[config.mk]
export PLATFORM = sky130hd
export DESIGN_NAME = coproc_uart_bridge_flat
export DESIGN_NICKNAME = d
export VERILOG_FILES = /design/src/rtl/coproc_uart_bridge_if.sv /design/src/rtl/coproc_uart_bridge.sv /design/src/flat_wrapper.sv
export SDC_FILE = /design/constraint.sdc
export NUM_CORES = 1
export LEC_CHECK = 0
export CAP_MARGIN = 20
export CORE_MARGIN = 10
export CORE_UTILIZATION = 45
export DETAILED_ROUTE_END_ITERATION = 8
export PLACE_DENSITY = 0.74
export SETUP_SLACK_MARGIN = 0.1
export SYNTH_ARGS = -nofsm -noshare
export SYNTH_HDL_FRONTEND = slang
export SYNTH_SLANG_ARGS = --single-unit
[constraint.sdc]
create_clock -name clk -period 3 [get_ports clk]
set_input_delay 0.6 -clock clk [delete_from_list [all_inputs] [get_ports clk]]
set_output_delay 0.6 -clock clk [all_outputs]
set_load 0.05 [all_outputs]
[src/rtl/coproc_uart_bridge_if.sv]
// Bundles the UART byte streams and the coprocessor port into one interface.
// The bridge connects through the slave modport.
// The environment driving it connects through the master modport.
`timescale 1ns/1ps
interface coproc_uart_bridge_if;
    logic [7:0]   rx_data;
    logic         rx_valid;
    logic [7:0]   tx_data;
    logic         tx_valid;
    logic         tx_ready;
    logic [127:0] cp_din;
    logic         cp_din_valid;
    logic [4:0]   cp_control;
    logic [127:0] cp_dout;
    logic         busy;
    logic         rx_dropped;

    modport slave (
        input  rx_data, rx_valid, tx_ready, cp_dout,
        output tx_data, tx_valid, cp_din, cp_din_valid, cp_control, busy, rx_dropped
    );

    modport master (
        output rx_data, rx_valid, tx_ready, cp_dout,
        input  tx_data, tx_valid, cp_din, cp_din_valid, cp_control, busy, rx_dropped
    );
endinterface

[src/rtl/coproc_uart_bridge.sv]
// UART-to-coprocessor bridge.
// A WRITE header (bit7=1) is followed by 16 payload bytes. The bytes are
// assembled little-endian into cp_din and issued with a one-cycle strobe.
// A READ header (bits7:6=01) captures cp_dout and streams it back to the
// transmitter as 16 bytes, least significant byte first.
`timescale 1ns/1ps
module coproc_uart_bridge (
    input  logic                      clk,
    input  logic                      rst,
    coproc_uart_bridge_if.slave       bus
);
    typedef enum logic [2:0] {
        S_IDLE,
        S_RECV,
        S_ISSUE,
        S_CAPTURE,
        S_SEND
    } state_t;

    state_t       state_q;
    logic [3:0]   cnt_q;
    logic [3:0]   cnt_d;
    logic [127:0] cp_din_q;
    logic [4:0]   cp_control_q;
    logic         cp_din_valid_q;
    logic [127:0] txbuf_q;
    logic [7:0]   tx_data_q;
    logic         tx_valid_q;
    logic         busy_q;
    logic         rx_dropped_q;
    logic         tx_fire;

    // Byte index for the next payload or transmit byte; wraps 15 -> 0 naturally.
    assign cnt_d   = cnt_q + 4'd1;
    assign tx_fire = tx_valid_q & bus.tx_ready;

    // Command FSM; all outputs are registered here.
    always_ff @(posedge clk) begin
        if (rst) begin
            state_q        <= S_IDLE;
            cnt_q          <= 4'd0;
            cp_din_q       <= '0;
            cp_control_q   <= 5'd0;
            cp_din_valid_q <= 1'b0;
            txbuf_q        <= '0;
            tx_data_q      <= 8'd0;
            tx_valid_q     <= 1'b0;
            busy_q         <= 1'b0;
            rx_dropped_q   <= 1'b0;
        end else begin
            cp_din_valid_q <= 1'b0;
            case (state_q)
                S_IDLE: begin
                    if (bus.rx_valid) begin
                        if (bus.rx_data[7]) begin
                            cp_control_q <= bus.rx_data[4:0];
                            cnt_q        <= 4'd0;
                            state_q      <= S_RECV;
                            busy_q       <= 1'b1;
                        end else if (bus.rx_data[6]) begin
                            cp_control_q <= bus.rx_data[4:0];
                            state_q      <= S_CAPTURE;
                            busy_q       <= 1'b1;
                        end
                        // Headers with bits7:6 = 00 are silently ignored.
                    end
                end
                S_RECV: begin
                    // No timeout: a partial payload waits here indefinitely.
                    if (bus.rx_valid) begin
                        cp_din_q[{cnt_q, 3'b000} +: 8] <= bus.rx_data;
                        cnt_q <= cnt_d;
                        if (cnt_q == 4'd15) begin
                            state_q        <= S_ISSUE;
                            cp_din_valid_q <= 1'b1;
                        end
                    end
                end
                S_ISSUE: begin
                    state_q <= S_IDLE;
                    busy_q  <= 1'b0;
                end
                S_CAPTURE: begin
                    // cp_control has been stable for this whole cycle.
                    // The coprocessor result is therefore settled.
                    txbuf_q    <= bus.cp_dout;
                    tx_data_q  <= bus.cp_dout[7:0];
                    tx_valid_q <= 1'b1;
                    cnt_q      <= 4'd0;
                    state_q    <= S_SEND;
                end
                S_SEND: begin
                    if (tx_fire) begin
                        cnt_q <= cnt_d;
                        if (cnt_q == 4'd15) begin
                            tx_valid_q <= 1'b0;
                            state_q    <= S_IDLE;
                            busy_q     <= 1'b0;
                        end else begin
                            tx_data_q <= txbuf_q[{cnt_d, 3'b000} +: 8];
                        end
                    end
                end
                default: begin
                    state_q    <= S_IDLE;
                    busy_q     <= 1'b0;
                    tx_valid_q <= 1'b0;
                end
            endcase

            // Bytes arriving while the bridge cannot accept them are lost.
            // Record the loss until the next reset.
            if (bus.rx_valid &&
                (state_q == S_ISSUE || state_q == S_CAPTURE || state_q == S_SEND)) begin
                rx_dropped_q <= 1'b1;
            end
        end
    end

    assign bus.cp_din       = cp_din_q;
    assign bus.cp_control   = cp_control_q;
    assign bus.cp_din_valid = cp_din_valid_q;
    assign bus.tx_data      = tx_data_q;
    assign bus.tx_valid     = tx_valid_q;
    assign bus.busy         = busy_q;
    assign bus.rx_dropped   = rx_dropped_q;

endmodule

[src/flat_wrapper.sv]
// flat-port wrapper written by rule: the top's interface ports become plain ports
module coproc_uart_bridge_flat 
  (clk, rst, bus_rx_data, bus_rx_valid, bus_tx_ready, bus_cp_dout, bus_tx_data, bus_tx_valid, bus_cp_din, bus_cp_din_valid, bus_cp_control, bus_busy, bus_rx_dropped);
  coproc_uart_bridge_if bus_i ();
  input  logic clk;
  input  logic rst;
  input wire logic [$bits(bus_i.rx_data)-1:0] bus_rx_data;
  input wire logic [$bits(bus_i.rx_valid)-1:0] bus_rx_valid;
  input wire logic [$bits(bus_i.tx_ready)-1:0] bus_tx_ready;
  input wire logic [$bits(bus_i.cp_dout)-1:0] bus_cp_dout;
  output wire logic [$bits(bus_i.tx_data)-1:0] bus_tx_data;
  output wire logic [$bits(bus_i.tx_valid)-1:0] bus_tx_valid;
  output wire logic [$bits(bus_i.cp_din)-1:0] bus_cp_din;
  output wire logic [$bits(bus_i.cp_din_valid)-1:0] bus_cp_din_valid;
  output wire logic [$bits(bus_i.cp_control)-1:0] bus_cp_control;
  output wire logic [$bits(bus_i.busy)-1:0] bus_busy;
  output wire logic [$bits(bus_i.rx_dropped)-1:0] bus_rx_dropped;
  assign bus_i.rx_data = bus_rx_data;
  assign bus_i.rx_valid = bus_rx_valid;
  assign bus_i.tx_ready = bus_tx_ready;
  assign bus_i.cp_dout = bus_cp_dout;
  assign bus_tx_data = bus_i.tx_data;
  assign bus_tx_valid = bus_i.tx_valid;
  assign bus_cp_din = bus_i.cp_din;
  assign bus_cp_din_valid = bus_i.cp_din_valid;
  assign bus_cp_control = bus_i.cp_control;
  assign bus_busy = bus_i.busy;
  assign bus_rx_dropped = bus_i.rx_dropped;
  coproc_uart_bridge u_core (.clk(clk), .rst(rst), .bus(bus_i));
endmodule
==> flow_summary_export.csv, run 1 <==
group,metric,value,unit
status,status,"completed",
worst_setup_path,worstPathArrival,2.96,ns
sta,tightest_slew,0.918,ns
pwr,leakage,5.79,nW
synthesis,synthesis.nets,1459,
sta,fin_crit,2.57,ns
global_routing,grt_pass1_wl,58.2,mm
sta,finalSetupViolCount,0,
clock_network,post_cts_resized,0,
route,vias_per_cell,5.46,
floorplanning,fp.dieH,182,um
worst_setup_path,setup.worst_path.class,"flop to flop",
worst_setup_path,slowest_stage,"dfxtp_1",
worst_setup_path,crit_required,3.39,ns
worst_setup_path,crit_family,"compound AO/OA/AOI/OAI gates",
pwr,power_density,578,nW/um^2
floorplanning,fp.dieW,182,um
worst_setup_path,worstSetupEndpointType,"flop",
synthesis,synth_area,11800,sq um
route,route.antenna.remaining_nets,0,
global_routing,antenna_found_initial,1,
synthesis,synth_edf_count,0,
job,drv_cap,0,
sta,fin_setup_tns,0,ns
synthesis,ys_seq_elements,280,
clock_network,clockBufferDepth,3,
synthesis,ys.warnings.count,0,
sta,slew_headroom,38.3,%
synthesis,yosysTopAreaCell,"dfxtp_1",
place,place.gp.congestion,0.930,
cells_and_area,post-route-util,61.2,%
synthesis,synth_area_leaders,"dfxtp_1 47%, mux2i_1 11%, nand2_1 8.8%",
cells_and_area,fill_cells,2222,
synthesis,synth.top_cell.area_share,47.3,%
route,vias,10500,
route,drt_first_pass_iters,5,
synthesis,avgSynthCellArea,9.01,sq um
cells_and_area,syn_to_final_growth,34.1,%
sta,finalCritPeriodShare,85.7,%
worst_setup_path,path_max_fanout,21,
synthesis,seq_area_frac_synth,47.3,%
place,place_ws,0.441,ns
worst_setup_path,startpoint_type,"flop",
route,wl,38.1,mm
worst_setup_path,path_cells,"inv_1 -> ha_4 -> buf_12 -> mux4_2 -> a221oi_1 -> a311oi_1",
place,hpwl,27.9,mm
clock_network,post_cts_buffers,0,
sta,rsz0062_at_grt,"no",
floorplanning,ios,285,
global_routing,gr-total-overflow,0,
clock_network,cts_tree,"built",
sta,setup_slack,0.429,ns
synthesis,syn_inst,1315,
route,drt-wirelength-per-cell,19.9,um
synthesis,synth.distinct_cells,69,
cells_and_area,fin_nets,1701,
clock_network,cts_root_buf,"clkbuf_16",
min_path,hold_path_class,"flop to flop",
synthesis,async_reset_ff_share,0,%
clock_network,htreeDepth,1,
clock_network,clock_sinks,280,
global_routing,grt_pass1_vias,10200,
pwr,ir_worst_vdd,378,uV
clock_network,clk_pin_slew,0.07,ns
cells_and_area,final_layout_size_suffix_gt1_share,9.25,%
global_routing,grt_use_total,21.6,%
place,portBuffers,284,
floorplanning,initial_core_util,45.6,%
route,drc,0,
sta,finClkSkew,0.0107,ns
worst_setup_path,slowest_delay,0.61,ns
floorplanning,die-area,33200,sq um
sta,final_max_slew_viol_count,0,
clock_network,numCtsBuffers,29,
floorplanning,rows,59,
sta,max_freq,389,MHz
sta,finalHoldViolations,0,
clock_network,clk_latency,0.54,ns
global_routing,grt_start_max_net_pins,100,
clock_network,holdBufCountCts,0,
synthesis,synth_flop_cell,"dfxtp_1",
route,drtIter0Drc,921,
floorplanning,core_region_area,26000,sq um
worst_setup_path,cp_num_buf_inv,2,
-- logic make-up (layout without fill, tap and decap cells) --
logic type | count (synthesis) | count (layout) | share of synthesized area (%)
other | 0 | 1 | 0
adder cells (fa/ha/maj) | 4 | 4 | 0.422
XOR/XNOR | 2 | 2 | 0.211
multiplexers | 150 | 150 | 14.6
buffers and inverters | 107 | 371 | 4.74
AO/OA/AOI/OAI | 267 | 267 | 13.3
flip-flops | 280 | 280 | 47.3
AND/OR/NAND/NOR | 505 | 505 | 19.4
-- Yosys cell counts, types with 2 or more instances --
cell type  count
a21oi_1      169
a21oi_4        2
a221oi_1       7
a22oi_1       17
a311oi_1       8
and2_1        11
and3_1        10
buf_2         49
buf_4          9
buf_6          7
clkbuf_1      36
dfxtp_1      280
ha_1           4
inv_1          3
mux2i_1      130
mux4_2        18
nand2_1      277
nand2b_1       4
nand3_1       40
nand3_2        4
nand3_4        2
nor2_1       114
nor2_2         2
nor2_4         3
nor2b_1        2
nor3_1         6
o21a_1         3
o21ai_0       37
o21ai_1        7
o21ai_2        4
o21ai_4        2
o22ai_2        2
or3_1          8
or3_4          2
or3b_1         2
-- final timing paths --
path | from | slack [ns] | depth (start not counted) | to
hold reg to reg | u_core.txbuf_q[81] | 0.45 | 2 | u_core.txbuf_q[81]
setup reg to reg | u_core.cnt_q[1] | 0.43 | 6 | u_core.bus.tx_data[3]
hold / removal | u_core.txbuf_q[81] | 0.45 | 2 | u_core.txbuf_q[81]
setup / recovery | u_core.cnt_q[1] | 0.43 | 6 | u_core.bus.tx_data[3]
-- final cells by class --
type	instances	area [sq um]	area share, %
Inverter	4	15.0	0.0945
Tap cell	335	419	2.64
Sequential cell	280	5610	35.3
Timing Repair Buffer	314	3120	19.6
Clock inverter	20	265	1.67
Clock buffer	33	761	4.79
Antenna cell	1	2.50	0.0157
Multi-Input combinational cell	928	5700	35.9
-- where the power goes --
group,switching (mW),internal (mW)
clock network,1.49,2.34
logic,0.849,0.605
registers,0.0956,3.81
-- tightest hold or removal path, stage by stage, from the launching register on --
cell	delay [ns]
dfxtp_1	0.31
nand2_1	0.05
a21oi_1	0.05
-- registers in the layout (all words and copies together), names as in the netlist --
| signal | cells |
|---|---|
| u_core.bus.busy | 1 |
| u_core.bus.cp_control | 5 |
| u_core.bus.cp_din | 128 |
| u_core.bus.cp_din_valid | 1 |
| u_core.bus.rx_dropped | 1 |
| u_core.bus.tx_data | 8 |
| u_core.bus.tx_valid | 1 |
| u_core.cnt_q | 4 |
| u_core.state_q | 3 |
| u_core.txbuf_q | 128 |
-- metal layers --
| metal | track usage [%] | routed length, um | vias up |
|---|---|---|---|
| met1 | 27.5 | 15800 | 4915 |
| met3 | 5.32 | 3360 | 77 |
| met2 | 34.5 | 17600 | 452 |
| met5 | 0 | 0 | - |
| met4 | 7.97 | 1380 | 0 |
| li1 | - | - | 5008 |
-- stage by stage --
stage | total power, mW | area [sq um] | instances | hold slack [ns]
after floorplan | 4.91 | 11800 | 1315 | 0.433
after global placement | 5.40 | 14900 | 1861 | 0.439
after detailed placement | 5.42 | 14900 | 1861 | 0.445
after CTS | 9.22 | 15900 | 1914 | 0.454
after global routing | 9.49 | 15900 | 1915 | 0.468
final | 9.18 | 15900 | 1915 | 0.453
-- layout by cell type, fill, tap and decap left out, types with 3 or more instances in the layout --
| cell | n |
|---|---|
| a21oi_1 | 169 |
| a221oi_1 | 7 |
| a22oi_1 | 17 |
| a311oi_1 | 8 |
| and2_1 | 11 |
| and3_1 | 10 |
| buf_12 | 4 |
| buf_4 | 26 |
| bufinv_16 | 6 |
| clkbuf_16 | 29 |
| clkbuf_8 | 3 |
| clkdlybuf4s50_1 | 283 |
| clkinv_2 | 9 |
| clkinvlp_4 | 3 |
| dfxtp_1 | 279 |
| ha_1 | 3 |
| inv_1 | 3 |
| mux2i_1 | 130 |
| mux4_2 | 18 |
| nand2_1 | 276 |
| nand2b_1 | 4 |
| nand3_1 | 40 |
| nand3_2 | 4 |
| nor2_1 | 114 |
| nor2_4 | 3 |
| nor3_1 | 6 |
| o21a_1 | 3 |
| o21ai_0 | 37 |
| o21ai_1 | 7 |
| o21ai_2 | 4 |
| or3_1 | 8 |
No activity file was read; power rests on OpenSTA's default activity.
==> inputs of run 2 (changes only) <==
PLACE_DENSITY = 0.77   (was 0.74)
==> run 2 against run 1 <==
Clock skew fell by 0.0023 ns. Via count rose by 0.89%. Power fell by 0.23%. Design area barely moved. Clock-buffer cell count rose by 4. Sequential share of layout area barely moved. Global-route usage rose by 0.45 points. Sequential cell count did not move. Sequential power barely moved. Largest cell class unchanged. Largest power group unchanged.
==> flow_summary_export.csv, run 2 (synthesis results as in run 1) <==
group,metric,value,unit
sta,finalCritPeriodShare,84.6,%
sta,tightest_slew,0.894,ns
worst_setup_path,regToRegStartpoint,"u_core.cnt_q[1]",
cells_and_area,syn_to_final_growth,34.2,%
worst_setup_path,ff2ff_setup_slack,0.46,ns
worst_setup_path,r2r_end,"u_core.bus.tx_data[5]",
place,portBuffers,284,
job,drv_cap,0,
sta,rsz0062_at_grt,"no",
cells_and_area,final_area,15900,sq um
floorplanning,rows,59,
pwr,power_density,576,nW/um^2
route,vias,10500,
cells_and_area,mostFrequentLayoutCell,"clkdlybuf4s50_1",
cells_and_area,n_antenna_cell,0,
worst_setup_path,crit_required,3.43,ns
clock_network,clock_sinks,280,
worst_setup_path,setup.worst_path.class,"flop to flop",
cells_and_area,multi_input_area,5700,sq um
clock_network,clk_pin_slew,0.06,ns
global_routing,gr-total-overflow,0,
pwr,ir_worst_vdd,421,uV
sta,finalHoldViolations,0,
pwr,leakage,5.80,nW
sta,fin_crit,2.54,ns
worst_setup_path,slowest_delay,0.59,ns
place,dpl_cell_area,14900,sq um
route,route.antenna.remaining_nets,0,
sta,finalSetupViolCount,0,
global_routing,grt_pass1_wl,59.5,mm
global_routing,grt_start_max_net_pins,90,
clock_network,holdBufCountCts,0,
route,wl,38.7,mm
clock_network,cts_tree,"built",
pwr,fin_total_pwr,9.16,mW
floorplanning,core_region_area,26000,sq um
worst_setup_path,worstSetupEndpointType,"flop",
floorplanning,fp.dieW,182,um
sta,whs,0.452,ns
min_path,hold_path_class,"flop to flop",
worst_setup_path,r2r_cells,7,
route,drt_first_pass_iters,5,
clock_network,cts_root_buf,"clkbuf_16",
route,drc,0,
cells_and_area,fill_cells,2154,
floorplanning,fp.dieH,182,um
floorplanning,initial_core_util,45.6,%
global_routing,antenna_found_initial,0,
worst_setup_path,startpoint_type,"flop",
cells_and_area,layout_common_cells,"283 x clkdlybuf4s50_1, 279 x dfxtp_1, 276 x nand2_1",
status,status,"completed",
worst_setup_path,worstPathArrival,2.97,ns
floorplanning,ios,285,
worst_setup_path,path_max_fanout,22,
worst_setup_path,crit_end,"u_core.bus.tx_data[5]",
sta,final_max_slew_viol_count,0,
worst_setup_path,setup.worst_path.start,"u_core.cnt_q[1]",
clock_network,post_cts_resized,0,
sta,fin_setup_tns,0,ns
route,vias_per_cell,5.51,
route,drt-wirelength-per-cell,20.2,um
global_routing,grt_pass1_vias,10300,
sta,max_freq,394,MHz
floorplanning,die-area,33200,sq um
cells_and_area,regArea,5610,sq um
cells_and_area,final_layout_size_suffix_gt1_share,9.25,%
worst_setup_path,slowest_stage,"dfxtp_1",
cells_and_area,fin_nets,1702,
sta,slew_headroom,39.9,%
global_routing,grt_use_total,22.0,%
clock_network,htreeDepth,1,
clock_network,clockBufferDepth,3,
place,place.gp.congestion,0.952,
route,drtIter0Drc,1012,
worst_setup_path,path_cells,"inv_1 -> ha_4 -> buf_4 -> mux2i_1 -> a22oi_1 -> nand3_1 -> a311oi_1",
clock_network,numCtsBuffers,28,
sta,finClkSkew,0.00838,ns
clock_network,clk_latency,0.54,ns
place,hpwl,28.4,mm
clock_network,post_cts_buffers,0,
[run 2: cell count changes in the layout (fill, tap and decap cells not counted), sizes merged]
cell	previous run	this run
clkinv	12	7
clkbuf	34	38
diode	1	0
buf	30	32
bufinv	6	5
[run 2: critical path: cells and delay by family (launching register included)]
kind,cells,cell delay [ns]
compound gates,2,0.52
fa+ha+maj,1,0.58
buf+inv,2,0.48
flops,1,0.59
mux,1,0.14
simple gates,1,0.11
[run 2: worst min-delay path by stage]
| stage | from | end | slack (ns) | cells after the start |
|---|---|---|---|---|
| after floorplan | u_core.txbuf_q[0] | u_core.txbuf_q[0] | 0.43 | 2 |
| after global placement | u_core.txbuf_q[28] | u_core.txbuf_q[28] | 0.44 | 2 |
| after global routing | u_core.txbuf_q[12] | u_core.txbuf_q[12] | 0.47 | 2 |
| final | u_core.txbuf_q[4] | u_core.txbuf_q[4] | 0.45 | 2 |
| after detailed placement | u_core.txbuf_q[4] | u_core.txbuf_q[4] | 0.45 | 2 |
| after CTS | u_core.txbuf_q[4] | u_core.txbuf_q[4] | 0.46 | 2 |
[run 2: power by group]
group          switching (mW)  internal (mW)  leakage, nW
clock                    1.47           2.34        0.498
combinational           0.845          0.607         3.04
sequential             0.0935           3.81         2.26
total                    2.41           6.75         5.80
[run 2: final cells by class]
type | instances | area share [%]
multi-input combinational | 928 | 35.9
clock buffer | 37 | 5.13
timing repair buffer | 316 | 19.7
tap | 335 | 2.64
sequential | 280 | 35.3
clock inverter | 14 | 1.30
inverter | 4 | 0.0944
[run 2: metrics by stage]
| step | utilization (%) | std cells | worst slack, ns |
|---|---|---|---|
| global placement | 57.3 | 1863 | 0.512 |
| detailed placement | 57.3 | 1863 | 0.445 |
| floorplan | - | 1315 | 0.760 |
| CTS | 61.2 | 1914 | 0.445 |
| finish | 61.2 | 1914 | 0.461 |
| global route | 61.2 | 1914 | 0.234 |
[run 2: per-layer routing]
| metal | GRT usage (%) | part of all wire (%) |
|---|---|---|
| met5 | 0 | 0 |
| met4 | 8.66 | 4.0 |
| met3 | 4.95 | 8.8 |
| met2 | 35.0 | 46 |
| met1 | 28.4 | 41 |
==> inputs of run 3 (changes only) <==
PLACE_DENSITY = 0.79   (was 0.77)
clock period = 2.05 ns   (was 3 ns; I/O delays follow)
==> run 3 against run 2 <==
Sequential cell count is the same. Sequential power is 46% higher. Final cell count grew 2.7%. Combinational power is 79% higher. Power up 49%. Setup slack worse by 0.37 ns. Clock skew is 0.0019 ns lower. Largest power group unchanged. Core utilization increased by 2.4 points. Clock-buffer cell count increased by 6. Global-route usage up 0.13 points.
==> flow_summary_export.csv, run 3 (synthesis results as in run 1) <==
group,metric,value,unit
status,status,"completed",
floorplanning,fp.dieH,182,um
route,drtIter0Drc,1014,
floorplanning,ios,285,
sta,setup_slack,0.0917,ns
cells_and_area,syn_to_final_growth,39.4,%
floorplanning,fp.dieW,182,um
worst_setup_path,slowest_delay,0.38,ns
sta,rsz0062_at_grt,"yes",
global_routing,antenna_found_initial,1,
worst_setup_path,crit_family,"compound AO/OA/AOI/OAI gates",
worst_setup_path,crit_required,2.44,ns
job,drv_cap,0,
global_routing,grt_use_total,22.1,%
cells_and_area,multi_input_area,5910,sq um
sta,finalCritPeriodShare,95.5,%
sta,finalHoldViolations,0,
cells_and_area,fill_cells,2142,
route,route.antenna.remaining_nets,0,
clock_network,cts_tree,"built",
floorplanning,rows,59,
place,hpwl,28.1,mm
route,drt-wirelength-per-cell,19.9,um
global_routing,grt_start_max_net_pins,130,
place,portBuffers,284,
worst_setup_path,startpoint_type,"flop",
route,vias_per_cell,5.48,
sta,slew_headroom,58.2,%
worst_setup_path,worstPathArrival,2.35,ns
sta,finClkSkew,0.00649,ns
pwr,ir_worst_vdd,581,uV
cells_and_area,regArea,5610,sq um
clock_network,clockBufferDepth,3,
clock_network,clk_pin_slew,0.06,ns
sta,fin_crit,1.96,ns
worst_setup_path,ff2ff_setup_slack,0.09,ns
sta,finalSetupViolCount,0,
route,drc,0,
floorplanning,core_region_area,26000,sq um
floorplanning,die-area,33200,sq um
place,place.gp.congestion,0.879,
worst_setup_path,cp_num_buf_inv,3,
cells_and_area,mostFrequentLayoutCell,"dfxtp_1",
clock_network,numCtsBuffers,29,
sta,final_max_slew_viol_count,0,
cells_and_area,fin_nets,1751,
clock_network,cts_root_buf,"clkbuf_16",
global_routing,grt_pass1_wl,59.8,mm
worst_setup_path,path_cells,"clkinv_4 -> ha_4 -> buf_4 -> buf_8 -> mux4_2 -> a221oi_2 -> a311oi_2",
clock_network,htreeDepth,1,
worst_setup_path,path_max_fanout,5,
cells_and_area,final_layout_size_suffix_gt1_share,15.0,%
worst_setup_path,slowest_stage,"dfxtp_4",
global_routing,grt_pass1_vias,10500,
clock_network,clk_latency,0.53,ns
worst_setup_path,setup.worst_path.class,"flop to flop",
pwr,power_density,826,nW/um^2
route,vias,10800,
place,place_ws,-0.160,ns
pwr,leakage,6.78,nW
floorplanning,initial_core_util,45.6,%
sta,whs,0.420,ns
global_routing,gr-total-overflow,0,
clock_network,holdBufCountCts,0,
route,wl,39.2,mm
clock_network,clock_sinks,280,
sta,tightest_slew,0.625,ns
cells_and_area,layout_common_cells,"277 x dfxtp_1, 275 x nand2_1, 168 x a21oi_1",
pwr,fin_total_pwr,13.6,mW
sta,max_freq,511,MHz
worst_setup_path,worstSetupEndpointType,"flop",
min_path,hold_path_class,"input port to flop",
route,drt_first_pass_iters,5,
-- run 3: cell count changes in the layout (fill, tap and decap cells not counted), moves of 5 or more --
cell / before / now
a221oi_1: 7 / 2
a221oi_2: 0 / 5
buf_12: 4 / 18
buf_4: 28 / 74
clkbuf_1: 2 / 7
clkdlybuf4s50_1: 283 / 138
dlygate4sd2_1: 0 / 122
mux2i_1: 130 / 124
-- run 3: cell type report --
type | count | share of cell area [%]
clock inverters | 10 | 0.788
clock buffers | 43 | 5.14
inverters | 4 | 0.121
flip-flops and latches | 280 | 34.0
repair buffers | 364 | 21.7
diodes | 1 | 0.0152
multi-input cells | 928 | 35.8
well taps | 335 | 2.54
-- run 3: path summary, 6_finish.rpt --
kind / start / cells past startpoint / end
max reg2reg: u_core.cnt_q[0] / 7 / u_core.bus.tx_data[0]
max: u_core.cnt_q[0] / 7 / u_core.bus.tx_data[0]
min reg2reg: u_core.txbuf_q[56] / 2 / u_core.txbuf_q[56]
min: bus_cp_dout[96] / 3 / u_core.txbuf_q[96]
-- run 3: power by group --
part           total [mW]  internal (mW)  switching (mW)
logic                2.59           1.18            1.41
clock network        5.37           3.23            2.14
registers            5.68           5.57           0.109
-- run 3: worst min-delay path: stages --
cell	delay [ns]
clkdlybuf4s50_1	0.39
nand2_1	0.05
a21oi_1	0.05
-- run 3: timing repair --
action,4_1_cts,5_1_grt
gates cloned,2,1
buffers inserted,8,4
pin swaps,7,13
setup endpoints to repair,164,41
gates resized for setup,135,46
-- run 3: layer usage --
metal | part of all wire [%] | wire length, um | vias to the layer above | global-route usage [%]
met5 | 0 | 0 | - | 0
met4 | 3.3 | 1270 | 0 | 7.55
met3 | 8.5 | 3340 | 74 | 4.85
met2 | 48 | 18900 | 468 | 36.6
met1 | 40 | 15600 | 5138 | 27.9
li1 | - | - | 5089 | -
-- run 3: metrics by stage --
stage	cell area (sq um)	instances	util [%]	TNS, ns
6_report	16500	1965	63.6	0
3_3_place_gp	15200	1897	58.6	-1.74
5_1_grt	16500	1965	63.6	0
3_5_place_dp	15200	1897	58.6	-5.79
2_1_floorplan	11900	1315	-	0
4_1_cts	16300	1960	62.6	0
==> patch, RTL diff (config.mk and constraints of run 1) <==
Encoding of `state_t`: now one-hot (5 bits for 5 states).
--- a/src/rtl/coproc_uart_bridge.sv
+++ b/src/rtl/coproc_uart_bridge.sv
@@ -9,12 +9,12 @@
     input  logic                      rst,
     coproc_uart_bridge_if.slave       bus
 );
-    typedef enum logic [2:0] {
-        S_IDLE,
-        S_RECV,
-        S_ISSUE,
-        S_CAPTURE,
-        S_SEND
+    typedef enum logic [4:0] {
+        S_IDLE    = 5'b00001,
+        S_RECV    = 5'b00010,
+        S_ISSUE   = 5'b00100,
+        S_CAPTURE = 5'b01000,
+        S_SEND    = 5'b10000
     } state_t;
 
     state_t       state_q;
Behaviour: same outputs for any inputs over 4 cycles, from zero or initial values and one cycle with rst high; so few cycles prove little.
==> patch against run 1 <==
  * Total power rose by 4.9%
  * Clock skew is essentially flat
  * Design area increased by 1.8%
  * Area after synthesis shrank 0.54%
  * Sequential cell count rose by 2
  * Setup slack better by 150 ps
  * Routed wire length is 4.7% lower
  * Final cell count increased by 1.9%
  * Maximum frequency is 6.4% higher
==> patch: results (changes against run 1) <==
status finished clean (unchanged); Crit Reg-Reg Endpoint u_core.bus.tx_data[6]$_SDFFE_PP0P_ (was u_core.bus.tx_data[3]$_SDFFE_PP0P_); PortBufs 284 (unchanged); Nets 1734 (was 1701); hold_ws 451 ps (was 453 ps); hold path depth 2 (unchanged); number of distinct library cells after synthesis 60 (was 69); first-pass GRT wire length 57.0 mm (was 58.2 mm); placed insts 1895 (was 1861); Seq/Total Area, Yosys 0.479 (was 0.473); Ant. Diodes 0 (was 1); HP Start u_core.bus.cp_din[60]$_SDFFE_PP0P_ (was u_core.txbuf_q[81]$_SDFFE_PP0P_); number of buffers created by CTS 30 (was 29); Worst Clk Skew 11.0 ps (was 10.7 ps); synth top area cells dfxtp_1 48%, mux2i_1 13%, nand2_1 9.4% (was dfxtp_1 47%, mux2i_1 11%, nand2_1 8.8%); WL final 36.3 mm (was 38.1 mm); Final Instance Count excl. Fillers 1951 (was 1915); Placement Setup Slack 354 ps (was 441 ps); r2r startpoint u_core.cnt_q[0]$_SDFFE_PP0P_ (was u_core.cnt_q[1]$_SDFFE_PP0P_); DR iter-0 viols 683 (was 921); first drt pass iteration count 5 (unchanged); VDD IR max 0.000468 V (was 0.000378 V); Worst Reg-to-Reg Cells 7 (was 6); top cell family by delay on the critical path simple AND/OR/NAND/NOR gates (was compound AO/OA/AOI/OAI gates); Leak 5.56 nW (was 5.79 nW); layout cells sized above 1 0.0854 (was 0.0925); CP Max Fanout 12 (was 21); Overall Global Routing Usage 0.208 (was 0.216); final RePlAce weighted congestion 0.822 (was 0.930); number of global-route vias before repair 10213 (was 10172); Mapped Cells 1334 (was 1315); fillers 2202 (was 2222); Finished Cell Area 16200 um2 (was 15900 um2); initial antenna violation count 0 (was 1); worst reg2reg setup slack 580 ps (was 430 ps); DP HPWL 25.8 mm (was 27.9 mm); Arr. time, crit path 2850 ps (was 2960 ps); Worst path slowest cell nor2_1 (was dfxtp_1); placed inst area 15000 um2 (was 14900 um2); net count after synthesis 1476 (was 1459); WHS Endpoint u_core.bus.cp_din[60]$_SDFFE_PP0P_ (was u_core.txbuf_q[81]$_SDFFE_PP0P_); synth cell count leaders 294 x nand2_1, 282 x dfxtp_1, 156 x a21oi_1 (was 280 x dfxtp_1, 277 x nand2_1, 169 x a21oi_1); vias per cell 5.28 (was 5.46); Least-Margin Pin Slew 750 ps (was 918 ps); max incr delay on CP 530 ps (was 610 ps)
## patch: changes by cell type after synthesis, moves of 18 or more
cell,delta
o21ai_0,-22
buf_2,-22
clkbuf_1,+29
a31oi_1,+18
mux2i_1,+22
nand3_1,-18
nor2_1,+23
## patch: how the worst max path moves through the flow
stage / start / end
finish: u_core.cnt_q[0]$_SDFFE_PP0P_ / u_core.bus.tx_data[6]$_SDFFE_PP0P_
global route: u_core.cnt_q[0]$_SDFFE_PP0P_ / u_core.bus.cp_din[119]$_SDFFE_PP0P_
CTS: u_core.bus.tx_valid$_SDFFE_PP0P_ / bus_tx_valid
detailed placement: bus_rx_valid / u_core.bus.cp_din[115]$_SDFFE_PP0P_
global placement: bus_rx_valid / u_core.bus.cp_din[119]$_SDFFE_PP0P_
floorplan: u_core.cnt_q[0]$_SDFFE_PP0P_ / u_core.bus.cp_din[40]$_SDFFE_PP0P_
## patch: per-layer routing
metal	wire (um)	global-route usage
met1	15600	0.262
met2	17800	0.351
met5	0	0
met3	2080	0.0417
met4	878	0.0622
## patch: area by class of cell
cell class / instances / area share
multi-input combinational: 938 / 0.352
sequential: 282 / 0.349
timing repair buffer: 328 / 0.199
clock buffer: 42 / 0.0542
tap: 335 / 0.0259
clock inverter: 14 / 0.0163
inverter: 12 / 0.00278
## patch: kinds of logic (layout without fill, tap and decap cells)
kind of cell               after synthesis  after routing  synth area share
and+or+nand+nor                        540            540             0.207
muxes                                  168            168             0.160
buffers and inverters                  114            396            0.0409
adders and majority gates                2              2           0.00212
xor gates and xnor gates                 9              9           0.00733
AOI/OAI and AO/OA                      219            219             0.104
DFF                                    282            282             0.479
## patch: power by group
part / switching, mW / internal, mW / leakage (nW)
registers: 0.139 / 3.88 / 2.27
clock network: 1.55 / 2.64 / 0.547
logic: 0.813 / 0.602 / 2.74
